File: src/rtl/axi_lite_rd_arbiter.sv
`default_nettype none
// ============================================================================
// Module   : axi_lite_rd_arbiter
// Brief    : Two-master (IFU/LSU) to one-slave AXI-lite read arbiter with
//            round-robin grant and a single outstanding transaction.
// Revision : 1.0 - initial release
// ============================================================================
module axi_lite_rd_arbiter #(
    parameter int ADDR_W = 32,
    parameter int DATA_W = 32
) (
    input  logic                clk,
    input  logic                rst_n,
    input  logic [1:0]          m_arvalid,
    output logic [1:0]          m_arready,
    input  logic [2*ADDR_W-1:0] m_araddr,
    output logic [1:0]          m_rvalid,
    input  logic [1:0]          m_rready,
    output logic [2*DATA_W-1:0] m_rdata,
    output logic [3:0]          m_rresp,
    output logic                s_arvalid,
    input  logic                s_arready,
    output logic [ADDR_W-1:0]   s_araddr,
    input  logic                s_rvalid,
    output logic                s_rready,
    input  logic [DATA_W-1:0]   s_rdata,
    input  logic [1:0]          s_rresp
);

    typedef enum logic [1:0] {
        ST_IDLE = 2'b00,
        ST_ADDR = 2'b01,
        ST_RESP = 2'b10
    } state_t;

    state_t              r_state;
    logic                r_grant;
    logic                r_last_grant;
    logic                r_s_arvalid;
    logic [ADDR_W-1:0]   r_s_araddr;

    logic [1:0]          w_arb;
    logic                w_gnt;
    logic [ADDR_W-1:0]   w_addr;
    logic [1:0]          w_rsel;

    // One-hot arbitration; on a tie the master not served last wins.
    always_comb begin
        w_arb = 2'b00;
        case (m_arvalid)
            2'b01:   w_arb = 2'b01;
            2'b10:   w_arb = 2'b10;
            2'b11:   w_arb = r_last_grant ? 2'b01 : 2'b10;
            default: w_arb = 2'b00;
        endcase
    end

    assign w_gnt  = w_arb[1];
    assign w_addr = w_gnt ? m_araddr[ADDR_W +: ADDR_W] : m_araddr[0 +: ADDR_W];

    // rst_n gating keeps the combinational ready low while reset is held.
    assign m_arready = (rst_n && (r_state == ST_IDLE)) ? w_arb : 2'b00;

    assign w_rsel    = (r_state == ST_RESP) ? (r_grant ? 2'b10 : 2'b01) : 2'b00;
    assign m_rvalid  = w_rsel & {2{s_rvalid}};
    assign s_rready  = |(w_rsel & m_rready);
    assign s_arvalid = r_s_arvalid;
    assign s_araddr  = r_s_araddr;

    generate
        for (genvar i = 0; i < 2; i++) begin : g_rslice
            assign m_rdata[i*DATA_W +: DATA_W] = w_rsel[i] ? s_rdata : '0;
            assign m_rresp[2*i +: 2]           = w_rsel[i] ? s_rresp : 2'b00;
        end
    endgenerate

    always_ff @(posedge clk or negedge rst_n) begin
        if (!rst_n) begin
            r_state      <= ST_IDLE;
            r_s_arvalid  <= 1'b0;
            r_s_araddr   <= '0;
            r_grant      <= 1'b0;
            r_last_grant <= 1'b1;
        end else begin
            case (r_state)
                ST_IDLE: begin
                    if (|m_arvalid) begin
                        r_state     <= ST_ADDR;
                        r_s_arvalid <= 1'b1;
                        r_s_araddr  <= w_addr;
                        r_grant     <= w_gnt;
                    end
                end
                ST_ADDR: begin
                    if (s_arready) begin
                        r_state     <= ST_RESP;
                        r_s_arvalid <= 1'b0;
                    end
                end
                ST_RESP: begin
                    if (s_rvalid && s_rready) begin
                        r_state      <= ST_IDLE;
                        r_last_grant <= r_grant;
                    end
                end
                default: begin
                    r_state     <= ST_IDLE;
                    r_s_arvalid <= 1'b0;
                end
            endcase
        end
    end

endmodule
`default_nettype wire

File: config.mk
export PLATFORM = sky130hd
export DESIGN_NAME = axi_lite_rd_arbiter
export DESIGN_NICKNAME = d
export VERILOG_FILES = /design/src/rtl/axi_lite_rd_arbiter.sv
export SDC_FILE = /design/constraint.sdc
export NUM_CORES = 1
export LEC_CHECK = 0
export CAP_MARGIN = 20
export CORE_UTILIZATION = 30
export DETAILED_ROUTE_END_ITERATION = 7
export PLACE_DENSITY = 0.81
export SLEW_MARGIN = 20
export SYNTH_ARGS = -nofsm -noshare
export SYNTH_HDL_FRONTEND = slang
export SYNTH_SLANG_ARGS = --single-unit
File: constraint.sdc
create_clock -name clk -period 1.8 [get_ports clk]
set_clock_uncertainty 0.2 [all_clocks]
set_input_delay 0.36 -clock clk [delete_from_list [all_inputs] [get_ports clk]]
set_output_delay 0.36 -clock clk [all_outputs]
set_load 0.005 [all_outputs]
==> impl_metrics.csv, run 1 <==
group,metric,value,unit
clock_network,tritoncts_clock_tree,"built",
worst_setup_path,worst_path_max_delay_cell,"sky130_fd_sc_hd__dfrtp_1",
timing,rsz0062_at_grt,"yes",
placement,preCtsSetupSlack,-539,ps
worst_setup_path,cpPeakStageDelay,470,ps
placement,detailedPlacementHpwl,6.75,mm
placement,gpl.final_weighted_congestion,0.782,
route,drt_first_iter_violations,115,
power,power.ir.vdd_worst,0.589,mV
timing,report.final.slew_viol_count,0,
worst_setup_path,path_max_fanout,8,
placement,port-buffer-count,211,
grt,groute.usage.overall,28.3,%
worst_setup_path,path_class,"flop to output pin",
worst_setup_path,timing.critical_path.max_delay_family,"buffers and inverters",
floorplan,initial_utilization,31.7,%
clock_network,h-tree-depth,2,
floorplan,rows,30,
timing,min_period_over_period,125,%
power,static-leakage-power,2.35,nW
yosys,synth.yosys.warnings,0,
grt,grt_first_pass_wirelength,16.1,mm
grt,number_of_global_route_vias_before_repair,2984,
yosys,sequential_cell_area_fraction_in_the_yosys_report,42.3,%
flow_run,number_of_max_cap_violations,0,
timing,hold_slack,351,ps
route,wirelength,12.6,mm
floorplan,i_o_pin_count,212,
worst_setup_path,critPathBufInv,5,
clock_network,cts-buffers-inserted,5,
outcome,failed_checks,"negative setup slack",
route,postRouteAntennaNets,0,
yosys,synth_area_leader_cell,"sky130_fd_sc_hd__dfrtp_1",
yosys,synth_enable_flop_cells,0,
yosys,synth.net_count,324,
clock_network,path_clk_slew,90,ps
yosys,post-synth-top-count-cell,"sky130_fd_sc_hd__and2_1",
route,detail_route.vias_per_cell,5.26,
timing,fmax,445,MHz
worst_setup_path,timing.critical_path.from_type,"flop",
floorplan,fp.dieH,87.4,um
clock_network,clk_root_buffer_cell,"sky130_fd_sc_hd__clkbuf_8",
power,power.density_cell_area,1340,mW/mm^2
yosys,netlist_area_pre_place,0.00219,mm^2
worst_setup_path,timing.critical_path.arrival,1690,ps
route,num_vias,2940,
grt,pin_count_of_the_biggest_net_entering_global_routing,38,
final_layout,final_nets,567,
clock_network,cts_sinks,37,
worst_setup_path,end_kind,"output pin",
yosys,synth_top_cells_by_count,"sky130_fd_sc_hd__and2_1 (70), sky130_fd_sc_hd__dfrtp_1 (36), sky130_fd_sc_hd__o221a_2 (32), sky130_fd_sc_hd__or3_1 (32), sky130_fd_sc_hd__clkbuf_1 (12)",
grt,grt_antenna_before_repair,1,
yosys,synthTopCellsByArea,"sky130_fd_sc_hd__dfrtp_1 (41%), sky130_fd_sc_hd__and2_1 (20%), sky130_fd_sc_hd__o221a_2 (16%)",
worst_setup_path,critical_path.cell_chain,"inv_1 -> nor2_4 -> buf_12 -> buf_8 -> buf_16 -> and2_1 -> buf_2",
yosys,synthArstFlopShare,100,%
grt,gr-total-overflow,0,
yosys,synth.ff_latch_count,37,
floorplan,floorplan.core_area,0.00691,mm^2
timing,timing.final.hold_violations,0,
route,drcViolationCount,0,
route,detail_route.wl_per_cell,22.6,um
outcome,outcome,"complete, but fails checks",
yosys,synth.avg_cell_area,10.0,um^2
worst_setup_path,cp_data_required_time,1240,ps
route,drt_pass1_iterations,5,
final_layout,post_route_cells_drive_above_1_share,51.3,%
clock_network,clk_latency,290,ps
timing,layout_setup_ws,-449,ps
yosys,dominantRegCellSynth,"sky130_fd_sc_hd__dfrtp_1",
yosys,number_of_library_cell_types_mapped_by_synthesis,25,
timing,finalSetupViolations,105,
timing,post-route-min-period,2250,ps
worst_hold_path,holdCritPathClass,"flop to flop",
timing,worst_pin_slew,491,ps
floorplan,floorplan.die_area,0.00764,mm^2
timing,timing.slew.headroom,67.3,%
clock_network,max-clock-path-buffers,2,
yosys,post-synth-top-area-fraction,41.1,%
final_layout,area.growth.synth_to_final,148,%
yosys,synthesis.instances,218,
floorplan,die_width,87.4,um
where the power goes:
group	switching (mW)	internal (mW)	total, mW
Clock	0.335	0.559	0.894
Combinational	1.73	3.11	4.85
Sequential	0.264	1.25	1.52
placed cells by master (no fill, tap or decap), types with 2 or more instances in the layout:
cell type | synthesis | layout
sky130_fd_sc_hd__buf_12 | 0 | 6
sky130_fd_sc_hd__buf_2 | 0 | 10
sky130_fd_sc_hd__inv_1 | 4 | 4
sky130_fd_sc_hd__bufinv_16 | 0 | 2
sky130_fd_sc_hd__nand2b_4 | 0 | 2
sky130_fd_sc_hd__buf_8 | 0 | 4
sky130_fd_sc_hd__clkbuf_16 | 0 | 2
sky130_fd_sc_hd__buf_6 | 2 | 73
sky130_fd_sc_hd__nor2_1 | 6 | 2
sky130_fd_sc_hd__clkbuf_8 | 0 | 5
sky130_fd_sc_hd__buf_16 | 0 | 7
sky130_fd_sc_hd__and2_1 | 70 | 6
sky130_fd_sc_hd__dfrtp_1 | 36 | 36
sky130_fd_sc_hd__or3_4 | 0 | 2
sky130_fd_sc_hd__nor2_4 | 0 | 4
sky130_fd_sc_hd__dlygate4sd2_1 | 0 | 2
sky130_fd_sc_hd__or3_1 | 32 | 30
sky130_fd_sc_hd__and2_4 | 0 | 64
sky130_fd_sc_hd__o221a_2 | 32 | 32
sky130_fd_sc_hd__clkdlybuf4s50_1 | 0 | 134
sky130_fd_sc_hd__o22ai_1 | 3 | 3
sky130_fd_sc_hd__buf_4 | 3 | 13
sky130_fd_sc_hd__bufbuf_16 | 0 | 2
worst paths after layout:
kind | slack [ps] | to | startpoint | cells after the start
setup / recovery | -450 | m_rdata[52] | r_grant | 7
hold / removal | 350 | s_araddr[25] | s_araddr[25] | 1
setup reg to reg | -180 | s_araddr[7] | r_state[1] | 5
hold reg to reg | 350 | s_araddr[25] | s_araddr[25] | 1
max in group asynchronous | 570 | r_last_grant | rst_n | 3
min in group asynchronous | 460 | r_state[0] | rst_n | 3
kinds of logic (layout without fill, tap and decap cells):
group | count (synthesis) | after routing | synth area share [%]
AO/OA/AOI/OAI | 38 | 38 | 18.6
buffers and inverters | 23 | 267 | 5.26
other | 0 | 1 | 0
flip-flops | 37 | 37 | 42.3
multiplexers | 2 | 2 | 0.971
AND/OR/NAND/NOR | 118 | 118 | 32.9
per-layer routing:
metal	up-vias	global-route usage, %	routed length, um
met5	-	0	0
met4	0	9.69	510
met3	33	8.15	1060
met2	176	51.8	6590
met1	1455	30.9	4470
li1	1276	-	-
flip-flops by register name, summed over array words and instances (netlist names):
register and cells:
r_grant 1, s_arvalid 1, s_araddr 32, r_last_grant 1
r_state 2
through the flow:
| stage | util [%] | total power [mW] | TNS, ps | area [um^2] | cells |
|---|---|---|---|---|---|
| 2_1_floorplan | - | 2.91 | 0 | 2190 | 218 |
| 3_3_place_gp | 64.6 | 4.72 | -34250 | 4460 | 520 |
| 3_5_place_dp | 64.6 | 4.80 | -36430 | 4460 | 520 |
| 4_1_cts | 72.1 | 6.66 | -24870 | 4980 | 555 |
| 5_1_grt | 78.7 | 7.59 | -33340 | 5440 | 559 |
| 6_report | 78.7 | 7.26 | -28870 | 5440 | 559 |
area by class of cell:
cell class / count / area, um^2
clock buffers: 5 / 68.8
multi-input cells: 158 / 1390
inverters: 4 / 15.0
fillers: 413 / 1470
flip-flops and latches: 37 / 927
repair buffers: 255 / 2840
diodes: 1 / 2.50
well taps: 96 / 120
clock inverters: 3 / 68.8
what timing repair did:
| item | CTS | global route |
|---|---|---|
| hold buffers | 1 | 0 |
| endpoints found under the setup margin | 105 | 107 |
| hold endpoints to repair | 36 | 0 |
| gates cloned | 11 | 2 |
| buffers inserted | 15 | 6 |
| pin swaps | 18 | 33 |
| resized for setup | 362 | 110 |
(Power assumes the default switching activity.)
==> inputs of run 2 (changes only) <==
Settings changed: GPL_ROUTABILITY_DRIVEN from default to 0.
==> results of run 2 <==
No change in the layout: final DEF, timing and power equal those of run 1.
==> inputs of run 3 (changes only) <==
Settings changed: SLEW_MARGIN 20 to 5.
==> results of run 3 <==
No change in the layout: final DEF, timing and power equal those of run 1.
